File: src/rtl/gmii_tx_framer.sv
// Byte-wide GMII transmit framer: preamble/SFD insertion, zero padding, FCS append
// through an external 8-bit CRC32 stage, underrun abort and inter-frame gap.
//
// state | meaning
// IDLE  | waiting for s_valid; preset CRC and emit first preamble byte on start
// PRE   | remaining six 0x55 bytes, then 0xD5
// DATA  | forward upstream bytes into GMII and CRC
// PAD   | zero bytes up to MIN_LEN
// FCS   | four complemented, bit-reversed CRC bytes
// DRAIN | swallow the rest of an underrun frame with tx_en low
// IFG   | enforce the gap with tx_en low
module gmii_tx_framer #(
    parameter int MIN_LEN = 60,
    parameter int IFG_CYC = 12
) (
    input  logic        clk,
    input  logic        rst_n,
    input  logic        s_valid,
    input  logic [7:0]  s_data,
    input  logic        s_last,
    output logic        s_ready,
    output logic        crc_en,
    output logic        crc_clr,
    output logic [7:0]  crc_din,
    input  logic [31:0] crc_data,
    output logic        gmii_tx_en,
    output logic [7:0]  gmii_txd,
    output logic        tx_busy,
    output logic        tx_done,
    output logic        tx_underrun
);

    typedef enum logic [2:0] {
        S_IDLE, S_PRE, S_DATA, S_PAD, S_FCS, S_DRAIN, S_IFG
    } state_t;

    localparam logic [11:0] MIN_LEN_W = 12'(MIN_LEN);
    // IFG reuses the byte counter as a down-counter; IFG_CYC must fit in 11 bits
    localparam logic [10:0] IFG_LOAD  = 11'(IFG_CYC);

    state_t      state_q, state_d;
    logic [10:0] cnt_q, cnt_d;
    logic [11:0] cnt_inc;
    logic        tx_en_d, done_d, underrun_d;
    logic [7:0]  txd_d;
    logic [7:0]  crc_byte, fcs_byte;

    assign cnt_inc = {1'b0, cnt_q} + 12'd1;
    assign tx_busy = (state_q != S_IDLE);

    always_comb begin
        crc_byte = 8'h00;
        case (cnt_q[1:0])
            2'd0:    crc_byte = crc_data[31:24];
            2'd1:    crc_byte = crc_data[23:16];
            2'd2:    crc_byte = crc_data[15:8];
            default: crc_byte = crc_data[7:0];
        endcase
        fcs_byte = 8'h00;
        for (int i = 0; i < 8; i++) begin
            fcs_byte[i] = ~crc_byte[7-i];
        end
    end

    always_comb begin
        state_d    = state_q;
        cnt_d      = cnt_q;
        s_ready    = 1'b0;
        crc_en     = 1'b0;
        crc_clr    = 1'b0;
        crc_din    = 8'h00;
        tx_en_d    = 1'b0;
        txd_d      = 8'h00;
        done_d     = 1'b0;
        underrun_d = 1'b0;
        case (state_q)
            S_IDLE: begin
                if (s_valid) begin
                    crc_clr = 1'b1;
                    tx_en_d = 1'b1;
                    txd_d   = 8'h55;
                    cnt_d   = 11'd0;
                    state_d = S_PRE;
                end
            end
            S_PRE: begin
                tx_en_d = 1'b1;
                if (cnt_q == 11'd6) begin
                    txd_d   = 8'hD5;
                    cnt_d   = 11'd0;
                    state_d = S_DATA;
                end else begin
                    txd_d = 8'h55;
                    cnt_d = cnt_q + 11'd1;
                end
            end
            S_DATA: begin
                s_ready = 1'b1;
                if (s_valid) begin
                    tx_en_d = 1'b1;
                    txd_d   = s_data;
                    crc_en  = 1'b1;
                    crc_din = s_data;
                    if (s_last) begin
                        if (cnt_inc < MIN_LEN_W) begin
                            cnt_d   = cnt_inc[10:0];
                            state_d = S_PAD;
                        end else begin
                            cnt_d   = 11'd0;
                            state_d = S_FCS;
                        end
                    end else if (cnt_q != 11'h7FF) begin
                        // saturate so oversize frames never wrap back below MIN_LEN
                        cnt_d = cnt_inc[10:0];
                    end
                end else begin
                    underrun_d = 1'b1;
                    state_d    = S_DRAIN;
                end
            end
            S_PAD: begin
                tx_en_d = 1'b1;
                crc_en  = 1'b1;
                if (cnt_inc >= MIN_LEN_W) begin
                    cnt_d   = 11'd0;
                    state_d = S_FCS;
                end else begin
                    cnt_d = cnt_inc[10:0];
                end
            end
            S_FCS: begin
                tx_en_d = 1'b1;
                txd_d   = fcs_byte;
                if (cnt_q[1:0] == 2'd3) begin
                    done_d  = 1'b1;
                    cnt_d   = IFG_LOAD;
                    state_d = S_IFG;
                end else begin
                    cnt_d = cnt_q + 11'd1;
                end
            end
            S_DRAIN: begin
                s_ready = 1'b1;
                if (s_valid && s_last) begin
                    cnt_d   = IFG_LOAD;
                    state_d = S_IFG;
                end
            end
            S_IFG: begin
                if (cnt_q == 11'd0) begin
                    state_d = S_IDLE;
                end else begin
                    cnt_d = cnt_q - 11'd1;
                end
            end
            default: state_d = S_IDLE;
        endcase
    end

    always_ff @(posedge clk or negedge rst_n) begin
        if (!rst_n) begin
            state_q     <= S_IDLE;
            cnt_q       <= 11'd0;
            gmii_tx_en  <= 1'b0;
            gmii_txd    <= 8'h00;
            tx_done     <= 1'b0;
            tx_underrun <= 1'b0;
        end else begin
            state_q     <= state_d;
            cnt_q       <= cnt_d;
            gmii_tx_en  <= tx_en_d;
            gmii_txd    <= txd_d;
            tx_done     <= done_d;
            tx_underrun <= underrun_d;
        end
    end

endmodule

File: config.mk
export PLATFORM = sky130hd
export DESIGN_NAME = gmii_tx_framer
export DESIGN_NICKNAME = d
export VERILOG_FILES = /design/src/rtl/gmii_tx_framer.sv
export SDC_FILE = /design/constraint.sdc
export NUM_CORES = 1
export LEC_CHECK = 0
export ABC_AREA = 1
export BUFFER_PORTS_ARGS = -buffer_cell sky130_fd_sc_hd__buf_4
export CAP_MARGIN = 20
export CORE_ASPECT_RATIO = 2
export CORE_MARGIN = 1.5
export CORE_UTILIZATION = 35
export CTS_CLUSTER_SIZE = 40
export DETAILED_ROUTE_END_ITERATION = 10
export GPL_ROUTABILITY_DRIVEN = 1
export PLACE_DENSITY = 0.64
export SYNTH_ARGS = -nofsm -noshare
export SYNTH_HDL_FRONTEND = slang
export SYNTH_SLANG_ARGS = --single-unit
File: constraint.sdc
create_clock -name clk -period 2.2 [get_ports clk]
set_input_delay 0.11 -clock clk [delete_from_list [all_inputs] [get_ports clk]]
set_output_delay 0.11 -clock clk [all_outputs]
set_load 0.05 [all_outputs]
==> run metrics, run 1 <==
status completed; reg-to-reg endpoint cnt_q[5]; number of routed nets with antenna violations 0; setup slack of the most critical reg-to-reg path 200 ps; register bit total from synthesis 25; end of the worst hold path gmii_txd[3]; Peak Freq 0.4989 GHz; number of vias per cell after detailed routing 5.175; die area 6671 sq um; static power due to leakage 1.518 nW; Yosys warning total 0; Row Count 40; classification of the worst setup path flop to flop; GPL Wtd Cong 0.9225; cell types occupying the most area after synthesis sky130_fd_sc_hd__dfrtp_1 (29%), sky130_fd_sc_hd__nand2_1 (20%), sky130_fd_sc_hd__inv_1 (7.1%); count of buffers inserted at the top-level ports 66; net count after synthesis 389; Clock Path Buffers 2; Hold Vio Cnt, Final 0; IR drop worst, VDD 0.6600 mV; count of flip-flops with a built-in enable after synthesis 0; post-synthesis cell area 2157 sq um; largest net degree at the start of global routing 26; gate count after technology mapping 339; Skew-Pair Late Insertion Delay 260 ps; sequential share of the synthesized area 29.00%; clock net sink count 25; sort of element at the end of the critical path flop; via count of the first global-routing pass 2457; depth of the most critical reg-to-reg path 13; tightest hold margin 74.74 ps; max capacitance violation total 0; number of nets in the final layout 468; Top FF cell, synth sky130_fd_sc_hd__dfrtp_1; CTS H-tree depth 1; async set-or-reset flop fraction in the synthesized netlist 100.0%; Hold Path Origin crc_data[4]; Worst Hold Path Cells 2; slew at the pin closest to its max-slew limit 360.5 ps; share of the synthesized area in the top cell type 29.00%; floorplan die height 114.0 um; Inst Count DP 473; total wirelength of the detailed-routed design 7.223 mm; library cell occupying the most area in the post-synthesis netlist sky130_fd_sc_hd__dfrtp_1; Core Util, Final 48.40%; clock tree from TritonCTS built; antenna violations before repair 0; Initial DRC Count 50; post-synth cell types 38; Pins Over Slew Limit 0; area inside the core boundary 5956 sq um; WL per Instance 15.05 um; period utilisation layout 91.11%; number of standard cells in the final layout excluding fillers 480; highest fanout seen on the critical path 6; top-level port count 67; data arrival time of the critical path 2160 ps; power density relative to cell area 1388 nW/um^2; die width 58.51 um; share of cells above drive strength 1 27.58%; setup violators final 0; total grt overflow 0; Reg2Reg Launch Point cnt_q[0]; mean post-synth cell area 6.363 sq um; Filler Cells Inserted 651; aggregate global-route resource usage 22.90%; effective utilization at floorplan 36.22%; unrepaired setup endpoints after global routing no; Required @ worst endpoint 2360 ps; estimated wirelength of the detail-placed design 6.031 mm; via count 2484; PnR worst setup slack 195.7 ps; drc violations 0; worst setup slack before clock tree synthesis 159.2 ps; TritonCTS buffer count 3; kind of launch point of the worst setup path flop; CTS clock-pin slew for the worst setup and hold paths 60 ps; worst max-slew margin expressed relative to the limit 75.97%; Pre-antenna DRT Iters 4; buffer cell driving the clock tree root sky130_fd_sc_hd__clkbuf_16; TNS Setup 0 ps; wire length of the first global-routing pass 11.36 mm; Tmin final 2004 ps; Setup Skew 3.207 ps; antenna cells 0; HP Class primary input to flop; area grow syn2layout 33.64%
==> through the flow <==
step | cell area, sq um | power, W
4_1_cts | 2859 | 0.003980
3_5_place_dp | 2770 | 0.003550
2_1_floorplan | 2157 | 0.002693
3_3_place_gp | 2770 | 0.003542
6_report | 2883 | 0.004001
5_1_grt | 2883 | 0.004300
==> layer usage <==
layer  GRT usage (%)  part of all wire [%]  vias up
li1                -                     -     1242
met3           2.381                   4.1       27
met4           14.88                   5.5        0
met1           19.82                    33     1114
met5               0                     0        -
met2           45.62                    57      101
==> cell usage after synthesis (2+ instances only) <==
cell                        instances
sky130_fd_sc_hd__nand2_1          113
sky130_fd_sc_hd__inv_1             41
sky130_fd_sc_hd__nor2_1            38
sky130_fd_sc_hd__dfrtp_1           25
sky130_fd_sc_hd__nand3_1           17
sky130_fd_sc_hd__o21ai_0           16
sky130_fd_sc_hd__a21oi_1            9
sky130_fd_sc_hd__nand4_1            9
sky130_fd_sc_hd__ha_1               6
sky130_fd_sc_hd__nor2_2             6
sky130_fd_sc_hd__inv_2              5
sky130_fd_sc_hd__nor3_1             5
sky130_fd_sc_hd__o21ai_1            5
sky130_fd_sc_hd__o2111ai_1          4
sky130_fd_sc_hd__buf_6              3
sky130_fd_sc_hd__nand2_2            3
sky130_fd_sc_hd__o211ai_1           3
sky130_fd_sc_hd__o221ai_1           3
sky130_fd_sc_hd__xor2_1             3
sky130_fd_sc_hd__buf_2              2
sky130_fd_sc_hd__buf_4              2
sky130_fd_sc_hd__clkbuf_1           2
sky130_fd_sc_hd__nand2_4            2
sky130_fd_sc_hd__o22ai_1            2
sky130_fd_sc_hd__or2_2              2
==> area by class of cell <==
type | instances | area (sq um) | share of cell area (%)
multi-input combinational | 258 | 1294 | 44.88
sequential | 25 | 629.4 | 21.83
timing repair buffer | 83 | 625.6 | 21.70
inverter | 47 | 176.4 | 6.120
clock buffer | 4 | 78.83 | 2.734
tap | 63 | 78.83 | 2.734
==> flip-flops by register name, summed over array words and instances (netlist names) <==
register     flops
cnt_q           11
gmii_txd         8
state_q          3
gmii_tx_en       1
tx_done          1
tx_underrun      1
==> kinds of logic (layout without fill, tap and decap cells) <==
group	Yosys count	in the layout	synth area share, %
AOI/OAI and AO/OA	48	48	13.92
xor gates and xnor gates	3	3	1.218
adders and majority gates	6	6	3.480
buffers and inverters	56	134	11.25
DFF	25	25	29.00
and+or+nand+nor	201	201	41.13
==> worst max path at each step <==
stage                  end       start
2_1_floorplan  gmii_txd[0]  state_q[1]
3_5_place_dp      cnt_q[0]    cnt_q[0]
6_report          cnt_q[5]    cnt_q[0]
5_1_grt           cnt_q[4]    cnt_q[3]
4_1_cts           cnt_q[5]    cnt_q[0]
3_3_place_gp      cnt_q[3]    cnt_q[0]
==> placed cells by master, fill, tap and decap left out, types with 4 or more instances in the layout <==
cell type	instances
sky130_fd_sc_hd__o21ai_1	6
sky130_fd_sc_hd__o21ai_0	15
sky130_fd_sc_hd__nor2_1	37
sky130_fd_sc_hd__a21oi_1	9
sky130_fd_sc_hd__dfrtp_1	22
sky130_fd_sc_hd__ha_1	5
sky130_fd_sc_hd__nand2_1	113
sky130_fd_sc_hd__inv_2	5
sky130_fd_sc_hd__nand4_1	9
sky130_fd_sc_hd__nand3_1	17
sky130_fd_sc_hd__inv_1	41
sky130_fd_sc_hd__buf_4	82
sky130_fd_sc_hd__o2111ai_1	4
sky130_fd_sc_hd__nor3_1	5
sky130_fd_sc_hd__nor2_2	7
==> repair_timing <==
action / CTS / global route
hold buffers: 1 / 0
setup endpoints to repair: 0 / 10
buffers inserted: 0 / 2
hold endpoints to repair: 25 / 0
resized for setup: 0 / 6
==> report_power, final <==
group	total (W)	switching (W)	internal (W)	leakage [nW]
Clock	0.000414	0.000166	0.000248	0.0382
Combinational	0.00274	0.00183	0.000916	1.16
Sequential	0.000843	0.000207	0.000637	0.325
==> critical path, stage by stage, from the launching register on <==
cell	delay (ps)
sky130_fd_sc_hd__dfrtp_2	410
sky130_fd_sc_hd__ha_2	200
sky130_fd_sc_hd__inv_1	80
sky130_fd_sc_hd__ha_1	300
sky130_fd_sc_hd__nand2_1	50
sky130_fd_sc_hd__nand3b_1	160
sky130_fd_sc_hd__nor2_1	110
sky130_fd_sc_hd__nor2_2	60
sky130_fd_sc_hd__nand3_1	130
sky130_fd_sc_hd__nand3_1	120
sky130_fd_sc_hd__nand2_1	110
sky130_fd_sc_hd__nand2_1	50
sky130_fd_sc_hd__nand2_1	50
sky130_fd_sc_hd__nand2_1	50
(Power assumes the default switching activity.)
==> run 2, diff against run 1 <==
--- a/config.mk
+++ b/config.mk
@@ -14,7 +14,8 @@
 export CTS_CLUSTER_SIZE = 40
 export DETAILED_ROUTE_END_ITERATION = 10
 export GPL_ROUTABILITY_DRIVEN = 1
-export PLACE_DENSITY = 0.64
+export HOLD_SLACK_MARGIN = 0.08
+export PLACE_DENSITY = 0.66
 export SYNTH_ARGS = -nofsm -noshare
 export SYNTH_HDL_FRONTEND = slang
 export SYNTH_SLANG_ARGS = --single-unit
==> constraint.sdc (replaced) <==
create_clock -name clk -period 1.8 [get_ports clk]
set_input_delay 0.09 -clock clk [delete_from_list [all_inputs] [get_ports clk]]
set_output_delay 0.09 -clock clk [all_outputs]
set_load 0.05 [all_outputs]
==> run metrics, run 2 (synthesis gave the netlist of run 1 again) <==
status complete, but fails checks (was completed); violations in the final reports negative setup slack; antenna cells 0 (unchanged); sort of element at the end of the critical path flop (unchanged); kind of launch point of the worst setup path flop (unchanged); via count 2678 (was 2484); Multi-input gate area 1435 sq um (was 1294 sq um); area grow syn2layout 56.15% (was 33.64%); aggregate global-route resource usage 25.03% (was 22.90%); Pins Over Slew Limit 0 (unchanged); effective utilization at floorplan 36.22% (unchanged); setup violators final 6 (was 0); GPL Wtd Cong 0.9109 (was 0.9225); most used cells in the layout excluding fill and tap cells sky130_fd_sc_hd__buf_4 (116), sky130_fd_sc_hd__nand2_1 (105), sky130_fd_sc_hd__inv_1 (38) (was sky130_fd_sc_hd__nand2_1 (113), sky130_fd_sc_hd__buf_4 (82), sky130_fd_sc_hd__inv_1 (41)); highest-delay cell along the critical path sky130_fd_sc_hd__dfrtp_1 (was sky130_fd_sc_hd__dfrtp_2); max capacitance violation total 0 (unchanged); highest fanout seen on the critical path 5 (was 6); Hold Vio Cnt, Final 0 (unchanged); slew at the pin closest to its max-slew limit 347.5 ps (was 360.5 ps); share of cells above drive strength 1 40.31% (was 27.58%); antenna violations before repair 0 (unchanged); cells traversed along the worst timing path buf_6 > buf_4 > nand3_2 > nor2_2 > buf_4 > nand3_1 > nand2_1 > nor2_2 > nand2_2 > o21ai_4 > nor2_2 > nand2_1 > nand2_1 (was ha_2 > inv_1 > ha_1 > nand2_1 > nand3b_1 > nor2_1 > nor2_2 > nand3_1 > nand3_1 > nand2_1 > nand2_1 > nand2_1 > nand2_1); die area 6671 sq um (unchanged); wire length of the first global-routing pass 12.53 mm (was 11.36 mm); Row Count 40 (unchanged); static power due to leakage 1.738 nW (was 1.518 nW); area inside the core boundary 5956 sq um (unchanged); count of buffers inserted at the top-level ports 66 (unchanged); TNS Setup -182.6 ps (was 0 ps); Required @ worst endpoint 1970 ps (was 2360 ps); clock net sink count 25 (unchanged); Skew-Pair Late Insertion Delay 270 ps (was 260 ps); leading registers by flop count cnt_q: 11 flops, gmii_txd: 8 flops, state_q: 3 flops (unchanged); IR drop worst, VDD 0.9738 mV (was 0.6600 mV); period utilisation layout 102.4% (was 91.11%); unrepaired setup endpoints after global routing yes (was no); HP Class primary input to flop (unchanged); classification of the worst setup path flop to flop (unchanged); Setup Skew 2.643 ps (was 3.207 ps); TritonCTS buffer count 3 (unchanged); total wirelength of the detailed-routed design 7.882 mm (was 7.223 mm); WL per Instance 15.10 um (was 15.05 um); clock tree from TritonCTS built (unchanged); via count of the first global-routing pass 2754 (was 2457); buffer cell driving the clock tree root sky130_fd_sc_hd__clkbuf_16 (unchanged); worst max-slew margin expressed relative to the limit 76.71% (was 75.97%); number of vias per cell after detailed routing 5.130 (was 5.175); data arrival time of the critical path 2010 ps (was 2160 ps); die width 58.51 um (unchanged); total area of sequential cells 633.1 sq um (was 629.4 sq um); Pre-antenna DRT Iters 4 (unchanged); Peak Freq 0.5424 GHz (was 0.4989 GHz); top-level port count 67 (unchanged); Initial DRC Count 80 (was 50); CTS H-tree depth 1 (unchanged); Slowest Stage Delay on Critical Path 430 ps (was 410 ps); number of routed nets with antenna violations 0 (unchanged); final std cell area, no fill 3368 sq um (was 2883 sq um); estimated wirelength of the detail-placed design 6.275 mm (was 6.031 mm); total grt overflow 0 (unchanged); largest net degree at the start of global routing 26 (unchanged); Clock Path Buffers 2 (unchanged); floorplan die height 114.0 um (unchanged); number of nets in the final layout 510 (was 468); commonest non-fill, non-tap cell in the layout sky130_fd_sc_hd__buf_4 (was sky130_fd_sc_hd__nand2_1); Filler Cells Inserted 567 (was 651); CTS clock-pin slew for the worst setup and hold paths 70 ps (was 60 ps); max reg flops 11 (unchanged); drc violations 0 (unchanged); worst setup slack before clock tree synthesis -116.5 ps (was 159.2 ps); register ranked first by flip-flop count cnt_q (unchanged); power density relative to cell area 1652 nW/um^2 (was 1388 nW/um^2); Tmin final 1844 ps (was 2004 ps); cell area after placement 3032 sq um (was 2770 sq um); PnR worst setup slack -43.56 ps (was 195.7 ps); total power draw 0.005563 W (was 0.004001 W)
run 2: cell count changes in the layout (fill, tap and decap cells not counted), moves of 4 or more:
cell / previous run / this run
sky130_fd_sc_hd__dlygate4sd3_1: 1 / 8
sky130_fd_sc_hd__nand3_2: 1 / 6
sky130_fd_sc_hd__nand3_1: 17 / 12
sky130_fd_sc_hd__nor2_2: 7 / 11
sky130_fd_sc_hd__ha_1: 5 / 1
sky130_fd_sc_hd__buf_4: 82 / 116
sky130_fd_sc_hd__nand2_1: 113 / 105
sky130_fd_sc_hd__nor2_1: 37 / 31
sky130_fd_sc_hd__nand2_2: 3 / 11
sky130_fd_sc_hd__o21ai_0: 15 / 10
run 2: repair_timing:
action	CTS	global route
buffers inserted	5	1
setup endpoints to repair	14	21
hold buffers	8	0
endpoints found under the hold margin	31	0
gates resized for setup	24	19
pin swaps	17	3
run 2: through the flow:
| stage | utilization, % | std cells | hold WS, ps |
|---|---|---|---|
| 2_1_floorplan | - | 339 | -205.6 |
| 3_5_place_dp | 50.90 | 504 | 29.98 |
| 3_3_place_gp | 50.90 | 504 | 18.48 |
| 4_1_cts | 55.74 | 521 | 96.14 |
| 5_1_grt | 56.55 | 522 | 108.6 |
| 6_report | 56.55 | 522 | 101.8 |
run 2: final cells by class:
class                           instances  area share, %
Sequential cell                        25          18.80
Inverter                               47          5.312
Clock buffer                            3          2.229
Clock inverter                          1         0.1486
Multi-Input combinational cell        258          42.61
Tap cell                               63          2.340
Timing Repair Buffer                  125          28.57
run 2: final timing paths:
| kind | startpoint | endpoint | slack, ps | cells after the start |
|---|---|---|---|---|
| worst max-delay path | cnt_q[1] | state_q[2] | -40 | 13 |
| worst min-delay path | s_data[2] | gmii_txd[2] | 100 | 3 |
| worst max register to register | cnt_q[1] | state_q[2] | -40 | 13 |
| worst min register to register | state_q[0] | state_q[0] | 590 | 2 |
| max in group asynchronous | rst_n | cnt_q[0] | 1250 | 2 |
| min in group asynchronous | rst_n | cnt_q[8] | 270 | 2 |
run 2: worst max-delay path, delay by kind of cell, from the launching register on:
family | cells | cell delay, ps
buffers and inverters | 3 | 410
and+or+nand+nor | 9 | 710
DFF | 1 | 430
AOI/OAI and AO/OA | 1 | 180
run 2: where the power goes:
part / internal [W] / total (W) / leakage, nW / switching [W]
clock network: 0.000301 / 0.000528 / 0.0409 / 0.000227
registers: 0.000783 / 0.00103 / 0.320 / 0.000245
logic: 0.00150 / 0.00401 / 1.38 / 0.00251
run 2: layer usage:
layer	part of all wire (%)	routed length (um)	up-vias	track usage [%]
met2	58	4568	91	49.06
met3	3.3	257	26	3.175
met4	5.2	408	0	14.73
met5	0	0	-	0
met1	34	2647	1231	22.78
li1	-	-	1330	-
